`src/rtl/pwm_capture_decoder.sv`:
```
// pwm_capture_decoder: measures the high time and the rising-to-rising period
// of an asynchronous servo PWM input, classifies the high time as
// LEFT / NEUTRAL / RIGHT, and reports stuck-low / stuck-high signal loss.
module pwm_capture_decoder #(
  parameter logic [21:0] TIMEOUT  = 22'h3FFFFF,
  parameter logic [20:0] LN_SPLIT = 21'h20DCC,
  parameter logic [20:0] NR_SPLIT = 21'h2445E
) (
  input  logic        CLK,
  input  logic        RESET,
  input  logic        PWM_IN,
  output logic [20:0] WIDTH,
  output logic [21:0] PERIOD,
  output logic        VALID,
  output logic [2:0]  POS,
  output logic [1:0]  LOSS
);

  typedef enum logic [1:0] {S_SYNC, S_WAIT_RISE, S_HIGH, S_LOW} state_t;

  localparam logic [2:0] POS_LEFT    = 3'b100;
  localparam logic [2:0] POS_NEUTRAL = 3'b010;
  localparam logic [2:0] POS_RIGHT   = 3'b001;

  // One-hot class of a width value.
  function automatic logic [2:0] classify(input logic [20:0] width);
    if (width < LN_SPLIT)       return POS_LEFT;
    else if (width >= NR_SPLIT) return POS_RIGHT;
    else                        return POS_NEUTRAL;
  endfunction

  state_t      r_state;
  state_t      w_state_next;
  logic        r_sync1;
  logic        r_sync2;
  logic        r_sync_prev;
  logic [1:0]  r_sync_vld;
  logic [21:0] r_idle;
  logic [20:0] r_hcnt;
  logic [21:0] r_pcnt;
  logic [20:0] r_width_lat;
  logic [20:0] r_width;
  logic [21:0] r_period;
  logic        r_valid;
  logic [2:0]  r_pos;
  logic [1:0]  r_loss;
  logic        w_rise;
  logic        w_fall;
  logic        w_timeout;
  logic        w_start;
  logic        w_latch;
  logic        w_publish;
  logic        w_loss;

  // Two-flop synchronizer plus previous-sample flop for edge detection.
  // r_sync_vld marks when r_sync2 holds a real post-reset sample, so the
  // reset-zero pipeline is never mistaken for a low level (and a following
  // rise) while the input is actually high.
  always_ff @(posedge CLK) begin
    // NOTE: non-blocking assignments so every flop samples pre-edge values.
    if (!RESET) begin
      r_sync1     <= 1'b0;
      r_sync2     <= 1'b0;
      r_sync_prev <= 1'b0;
      r_sync_vld  <= 2'b00;
    end else begin
      r_sync1     <= PWM_IN;
      r_sync2     <= r_sync1;
      r_sync_prev <= r_sync2;
      r_sync_vld  <= {r_sync_vld[0], 1'b1};
    end
  end

  assign w_rise    = r_sync2 & ~r_sync_prev;
  assign w_fall    = ~r_sync2 & r_sync_prev;
  assign w_timeout = (r_idle >= TIMEOUT);

  // State register.
  always_ff @(posedge CLK) begin
    if (!RESET) r_state <= S_SYNC;
    else        r_state <= w_state_next;
  end

  // Next-state and per-cycle action decode; an edge wins over a timeout.
  always_comb begin
    // NOTE: every output gets a default first so no latch is inferred.
    w_state_next = r_state;
    w_start      = 1'b0;
    w_latch      = 1'b0;
    w_publish    = 1'b0;
    w_loss       = 1'b0;
    case (r_state)
      S_SYNC: begin
        if (r_sync_vld[1] && !r_sync2) w_state_next = S_WAIT_RISE;
      end
      S_WAIT_RISE: begin
        if (w_rise) begin
          w_start      = 1'b1;
          w_state_next = S_HIGH;
        end else if (w_timeout) begin
          w_loss       = 1'b1;
          w_state_next = S_SYNC;
        end
      end
      S_HIGH: begin
        if (w_fall) begin
          w_latch      = 1'b1;
          w_state_next = S_LOW;
        end else if (w_timeout) begin
          w_loss       = 1'b1;
          w_state_next = S_SYNC;
        end
      end
      S_LOW: begin
        if (w_rise) begin
          w_publish    = 1'b1;
          w_state_next = S_HIGH;
        end else if (w_timeout) begin
          w_loss       = 1'b1;
          w_state_next = S_SYNC;
        end
      end
      default: w_state_next = S_SYNC;
    endcase
  end

  // Cycles since the last synchronized edge; held at zero while resyncing.
  always_ff @(posedge CLK) begin
    if (!RESET)                                             r_idle <= '0;
    else if (r_state == S_SYNC || w_rise || w_fall || w_loss) r_idle <= '0;
    else if (r_idle != '1)                                  r_idle <= r_idle + 22'd1;
  end

  // High and period counters (saturating) and the latched width.
  always_ff @(posedge CLK) begin
    if (!RESET) begin
      r_hcnt      <= '0;
      r_pcnt      <= '0;
      r_width_lat <= '0;
    end else if (w_start || w_publish) begin
      r_hcnt <= 21'd1;
      r_pcnt <= 22'd1;
    end else if (r_state == S_HIGH) begin
      if (r_hcnt != '1) r_hcnt <= r_hcnt + 21'd1;
      if (r_pcnt != '1) r_pcnt <= r_pcnt + 22'd1;
      if (w_latch)      r_width_lat <= r_hcnt;
    end else if (r_state == S_LOW) begin
      if (r_pcnt != '1) r_pcnt <= r_pcnt + 22'd1;
    end
  end

  // Published results: measurement on each completed period, loss on timeout.
  always_ff @(posedge CLK) begin
    if (!RESET) begin
      r_width  <= '0;
      r_period <= '0;
      r_valid  <= 1'b0;
      r_pos    <= '0;
      r_loss   <= '0;
    end else begin
      r_valid <= w_publish;
      if (w_publish) begin
        r_width  <= r_width_lat;
        r_period <= r_pcnt;
        r_pos    <= classify(r_width_lat);
        r_loss   <= 2'b00;
      end else if (w_loss) begin
        r_pos  <= 3'b000;
        r_loss <= r_sync2 ? 2'b10 : 2'b01;
      end
    end
  end

  assign WIDTH  = r_width;
  assign PERIOD = r_period;
  assign VALID  = r_valid;
  assign POS    = r_pos;
  assign LOSS   = r_loss;

endmodule
```
`config.mk`:
```
export PLATFORM = sky130hd
export DESIGN_NAME = pwm_capture_decoder
export DESIGN_NICKNAME = d
export VERILOG_FILES = /design/src/rtl/pwm_capture_decoder.sv
export SDC_FILE = /design/constraint.sdc
export NUM_CORES = 1
export LEC_CHECK = 0
export BUFFER_PORTS_ARGS = -buffer_cell sky130_fd_sc_hd__clkbuf_2
export CAP_MARGIN = 0
export CORE_MARGIN = 2
export CORE_UTILIZATION = 50
export DETAILED_ROUTE_END_ITERATION = 16
export GPL_TIMING_DRIVEN = 0
export MAX_ROUTING_LAYER = met4
export PLACE_DENSITY = 0.7
export SKIP_LAST_GASP = 1
export SLEW_MARGIN = 20
export SYNTH_ARGS = -nofsm -noshare
export SYNTH_HDL_FRONTEND = slang
export SYNTH_SLANG_ARGS = --single-unit
```
`constraint.sdc`:
```
create_clock -name CLK -period 4.29 [get_ports CLK]
set_clock_uncertainty 0.2 [all_clocks]
set_input_delay 0.2145 -clock CLK [delete_from_list [all_inputs] [get_ports CLK]]
set_output_delay 0.2145 -clock CLK [all_outputs]
set_load 0.05 [all_outputs]
```
Word level (Yosys, flattened, before mapping)
Cells that the tools add are included.
{"block": "word_totals", "out_inout_bits": 49, "ramBits": 0, "romBits": 0, "wordCells": 82, "in_bits": 3, "ff_bits": 142, "n_memories": 0, "latch_bits": 0}
{"block": "classes", "n_eq_ne": 7, "shifts": 0, "multipliers": 0, "bitwise_logic": 6, "add_sub_neg": 3, "n_reduce_logical": 19, "div": 0, "mux": 27, "n_lt_le_gt_ge": 3}
{"operator": "22-bit two-way mux", "count": 3}
{"operator": "22-bit by 1-bit adder with 22-bit output (second input constant)", "count": 2}
{"operator": "22-bit != test (second input constant)", "count": 2}
{"operator": "22-bit greater-or-equal comparator (second input constant)", "count": 1}
{"operator": "21-bit by 1-bit adder with 21-bit output (second input constant)", "count": 1}
{"operator": "21-bit by 18-bit greater-or-equal comparator with 1-bit output (second input constant)", "count": 1}
{"operator": "21-bit by 18-bit less-than comparator with 1-bit output (second input constant)", "count": 1}
{"operator": "21-bit != test (second input constant)", "count": 1}
{"operator": "1-bit two-way mux", "count": 13}
{"operator": "2-bit two-way mux", "count": 6}
{"operator": "3-bit two-way mux", "count": 3}
{"operator": "2-bit nonzero test", "count": 4}
{"operator": "2-bit OR reduction", "count": 4}
{"operator": "2-bit one-hot mux with 3 select lines", "count": 1}
{"operator": "2-bit equality test (second input constant)", "count": 2}
{"operator": "1-bit logical OR", "count": 4}
{"operator": "1-bit inverter", "count": 4}
{"operator": "2-bit AND reduction", "count": 2}
{"operator": "3-bit AND reduction", "count": 1}
{"operator": "3-bit nonzero test", "count": 1}
{"operator": "1-bit AND", "count": 2}
{"operator": "2-bit by 1-bit equality test with 1-bit output (second input constant)", "count": 1}
{"operator": "2-bit logical NOT", "count": 1}
{"operator": "2-bit != test (second input constant)", "count": 1}
{"operator": "other kinds (3)", "count": 3}

Logic depth before layout (Yosys ltp)
{"block": "depth", "word_depth": 7, "ltp_mapped": 7, "mapped_depth_nobuf": 6}

Worst setup path before layout
No wires, ideal clock.
{"block": "synth_path", "path_type": "register -> register", "startpoint": "register r_idle[7]", "endpoint": "register r_pos[2] (netlist: POS[2])", "stages_incl_launch_ff": 7, "path_slack_ns": 2.060, "setup_ns": 0.117, "synth_period_minus_slack_ns": 2.230, "required_ns": 3.973, "n_path_buf": 1, "t_arrival_ns": 1.914, "cell_sequence": "dfxtp_1 > nand4_2 > or4_1 > buf_2 > a2111o_1 > and3_4 > a22o_1"}
{"block": "synth_between", "elab_chain_cells": 5}
{"element": "from (decl)", "line": "38", "rtl": "logic [21:0] r_idle;"}
{"element": "from (signal assigned)", "line": "131", "rtl": "else if (r_idle != '1) r_idle <= r_idle + 22'd1;"}
{"element": "22-bit greater-or-equal comparator *", "line": "76", "rtl": "assign w_timeout = (r_idle >= TIMEOUT);"}
{"element": "1-bit two-way mux *", "line": "100, 109, 118"}
{"element": "1-bit two-way mux (on tied branches)", "line": "115, 106"}
{"element": "1-bit one-hot mux with 2 select lines *", "line": "92", "rtl": "case (r_state)"}
{"element": "2-bit nonzero test (no source line) *"}
{"element": "to (signal assigned)", "line": "165", "rtl": "r_pos <= classify(r_width_lat);"}
{"element": "to (decl)", "line": "45", "rtl": "logic [2:0] r_pos;"}
Every way passes the cells marked *; elsewhere a longest branch is shown, timed or not.
A chain may end at the register's enable or synchronous reset.

Worst setup path after layout
{"block": "layout_path", "startpoint": "register r_state[0]", "endpoint": "register r_period[14] (netlist: PERIOD[14])"}
{"block": "layout_between", "elab_chain_cells": 2}
{"element": "from (decl)", "line": "32", "rtl": "state_t r_state;"}
{"element": "from (signal assigned)", "line": "81", "rtl": "else r_state <= w_state_next;"}
{"element": "2-bit equality test", "line": "92"}
{"element": "1-bit two-way mux", "line": "92"}
{"element": "to (signal assigned)", "line": "164", "rtl": "r_period <= r_pcnt;"}
{"element": "to (decl)", "line": "43", "rtl": "logic [21:0] r_period;"}
No other way between the ends.

==> results.md <==
* Status: finished clean
* Final ANT Viol Nets at 0
* Main flop type after synthesis: dfxtp_1
* Pleak at 2.46 nW
* Critical path class: reg -> reg
* Diode count at 0
* Core Rows at 40
* Total GRT Usage at 0.232
* Worst reg-to-reg path cell count at 6
* Netlist Area Pre-Place at ~6200 sq um
* Root buffer cell: clkbuf_16
* Asr flop ratio synth at 0
* Die height at 115 microns
* Die Area at approximately 13,000 sq um
* Least-Margin Pin Slew at ~0.85 ns
* RSZ-0062 raised after global routing: no
* Yosys warnings at 0
* DRT iter0 DRCs at ~360
* Initial Utilization at 0.514
* Register Area at 2840 sq um
* Total of cells resized after clock tree synthesis at 0
* Met3 wire len at 638 microns
* Layout cells sized above 1 at 0.119
* Clock-pin slew on the worst setup and hold paths at 0.06 ns
* # setup viols final at 0
* Post-synthesis sequential area ratio at 0.460
* Drt drc at 0
* Boundary Pins at 52
* Mapped Avg Cell Area at approximately 8.4 sq um
* Power density over cell area at between 300 and 400 nW/um^2
* Number of vias per cell at 5.60
* I/O Buffers at just over 50
* Highest routed layer: met4
* Clock buffer count from CTS at 17
* Hold Crit Class: reg -> reg
* Nets at between 800 and 900
* First-pass GRT wire length at roughly 24,000 microns
* Post-Synthesis Cells at 738
* Yosys reg bits at ~140
* Hold Violations, Final at 0
* Die Width at 115 microns
* Core region area at 12,000 sq um
* Reg2reg setup slack at ~1.7 ns
* Number of H-tree levels at 4
* Setup crit start kind: flip-flop
* Clock buffer depth at 2
* Post-synth EDFFs at 0
* Vias in the first global route at ~5,100
* Reg2reg start: r_state[0]
* Reg2reg end: PERIOD[14]
* Setup Total Neg Slack at 0 ns
* Routed wire length at 14,000 microns
* CP required at ~4.4 ns
* Max Slew Vio Count at 0
* Arrival time worst endpoint at around 2.8 ns
* CP max FO at 10
* Library cells used by synthesis at between 50 and 60
* Worst-case vdd ir drop at about 0.00030 V
* Fin crit share at 0.608
* Worst Setup End Kind: flip-flop
* Max frequency at between 300 and 400 MHz
* Layout Cells excl Fill at 970
* Routability cong. at 0.908
* Inst Count DP at approximately 940
* Max cap viols at 0
* Met2 WL at between 6000 and 7000 microns
* Layout area overhead at 17.0%
* Slew headroom at 0.430
* Commonest non-fill, non-tap cell in the layout: nand2_1
* Most frequent cells in the layout: nand2_1, dfxtp_1, a21boi_0
* Syn_nets at 744
* CTS Sinks at 142
* Multi-input logic area at between 3000 and 4000 sq um
* Initial antenna violation count at 0
* Hold path depth at 1
* Largest net degree at the start of global routing at 17
* Final HPWL from detailed placement at between 10,000 and 15,000 microns
* Hold_sp: r_idle[0]
* Via count at about 5,400
* Met1 WL at ~6400 microns
* Grt total ovfl at 0
* Final min period at about 2.6 ns
* Fill cell count at 1,056
* Clk_lat worst skew at approximately 0.42 ns
* Min-Delay Endpoint: r_idle[0]
* Wirelength per Cell at about 14 microns
* Pre-Repair DR Iteration Count at 5
* CTS tree: built
## state kept, by name, summed over array words and instances, names as in the netlist
signal	count
PERIOD	22
r_idle	22
r_pcnt	22
WIDTH	21
r_hcnt	21
r_width_lat	21
POS	3
LOSS	2
r_state	2
r_sync_vld	2
VALID	1
r_sync1	1
r_sync2	1
r_sync_prev	1
## logic make-up (layout without fill, tap and decap cells)
logic type / count (synthesis) / after routing / synth area share
xor gates and xnor gates: 38 / 38 / 0.0539
adders and majority gates: 3 / 3 / 0.00608
AOI/OAI and AO/OA: 154 / 154 / 0.179
and+or+nand+nor: 350 / 350 / 0.268
muxes: 1 / 1 / 0.00162
buffers and inverters: 50 / 135 / 0.0318
DFF: 142 / 142 / 0.460
## critical path, stage by stage (launching register included)
cell,delay [ns]
dfxtp_1,0.30
clkbuf_1,0.31
nand3b_1,0.27
nor2_1,0.72
clkbuf_1,0.44
nand2_1,0.10
a21boi_0,0.18
## cells in the mapped netlist, types with 3 or more instances
library cell  count  area share
nor4b_1           3      0.0043
a2111oi_0         4      0.0057
a311oi_1          3      0.0043
inv_1            14      0.0085
xor2_1            6      0.0085
clkbuf_1         30       0.018
nand4_1          14       0.014
and4_1           11       0.016
a31o_2            4      0.0057
a31oi_1           4      0.0041
o21ai_0           9      0.0073
or3_1             5      0.0051
nor3_1           16       0.013
buf_1             3      0.0018
nand3_1          18       0.015
ha_1              3      0.0061
xnor2_1          32       0.045
nor2_1           63       0.038
a21boi_0         67       0.081
nand3b_1          4      0.0049
a211oi_1          8      0.0097
nor4_1            5      0.0051
nand2b_1          3      0.0030
nand2_1         170        0.10
a21oi_1          29       0.023
or4_1             8      0.0097
dfxtp_1         142        0.46
and3_1            7      0.0071
o31ai_1           6      0.0073
and2_1            8      0.0081
## power by group
part	internal, mW	switching (mW)
Clock	0.895	0.538
Sequential	1.32	0.00346
Combinational	0.0215	0.0371
## timing repair
item	in CTS	in global routing
setup endpoints to repair	0	0
buffers inserted	0	0
hold buffers	2	0
hold endpoints to repair	2	0
## area by class of cell
type / instances / area share
multi-input combinational: 546 / 0.435
sequential: 142 / 0.393
clock buffer: 21 / 0.0651
timing repair buffer: 53 / 0.0381
tap: 147 / 0.0254
buffer: 36 / 0.0199
clock inverter: 11 / 0.0159
inverter: 14 / 0.00727
## layer usage
metal / vias up / GRT usage
met5: - / -
met4: 0 / 0.0916
met3: 20 / 0.0633
met2: 138 / 0.368
met1: 2546 / 0.282
li1: 2731 / -
## worst max-delay path by stage
stage	from	end	slack (ns)	cells past startpoint
floorplan	r_idle[7]	POS[2]	2.06	6
global placement	r_idle[12]	r_idle[20]	1.52	6
finish	r_state[0]	PERIOD[14]	1.68	6
CTS	r_state[0]	PERIOD[14]	1.66	6
detailed placement	r_state[0]	PERIOD[14]	1.69	6
global route	r_state[0]	PERIOD[17]	1.42	6
## through the flow
step                worst slack, ns  hold slack [ns]  total power [mW]  instance area (sq um)  utilization
finish                         1.68            0.237              2.82                   7230        0.602
floorplan                      2.06           0.0422              1.40                   6180            -
detailed placement             1.69            0.224              1.41                   6620        0.551
global route                   1.42            0.249              2.91                   7230        0.602
CTS                            1.66            0.238              2.85                   7230        0.602
global placement               1.52            0.218              1.41                   6620        0.551
Note: power is estimated with default switching activity, not from simulation.
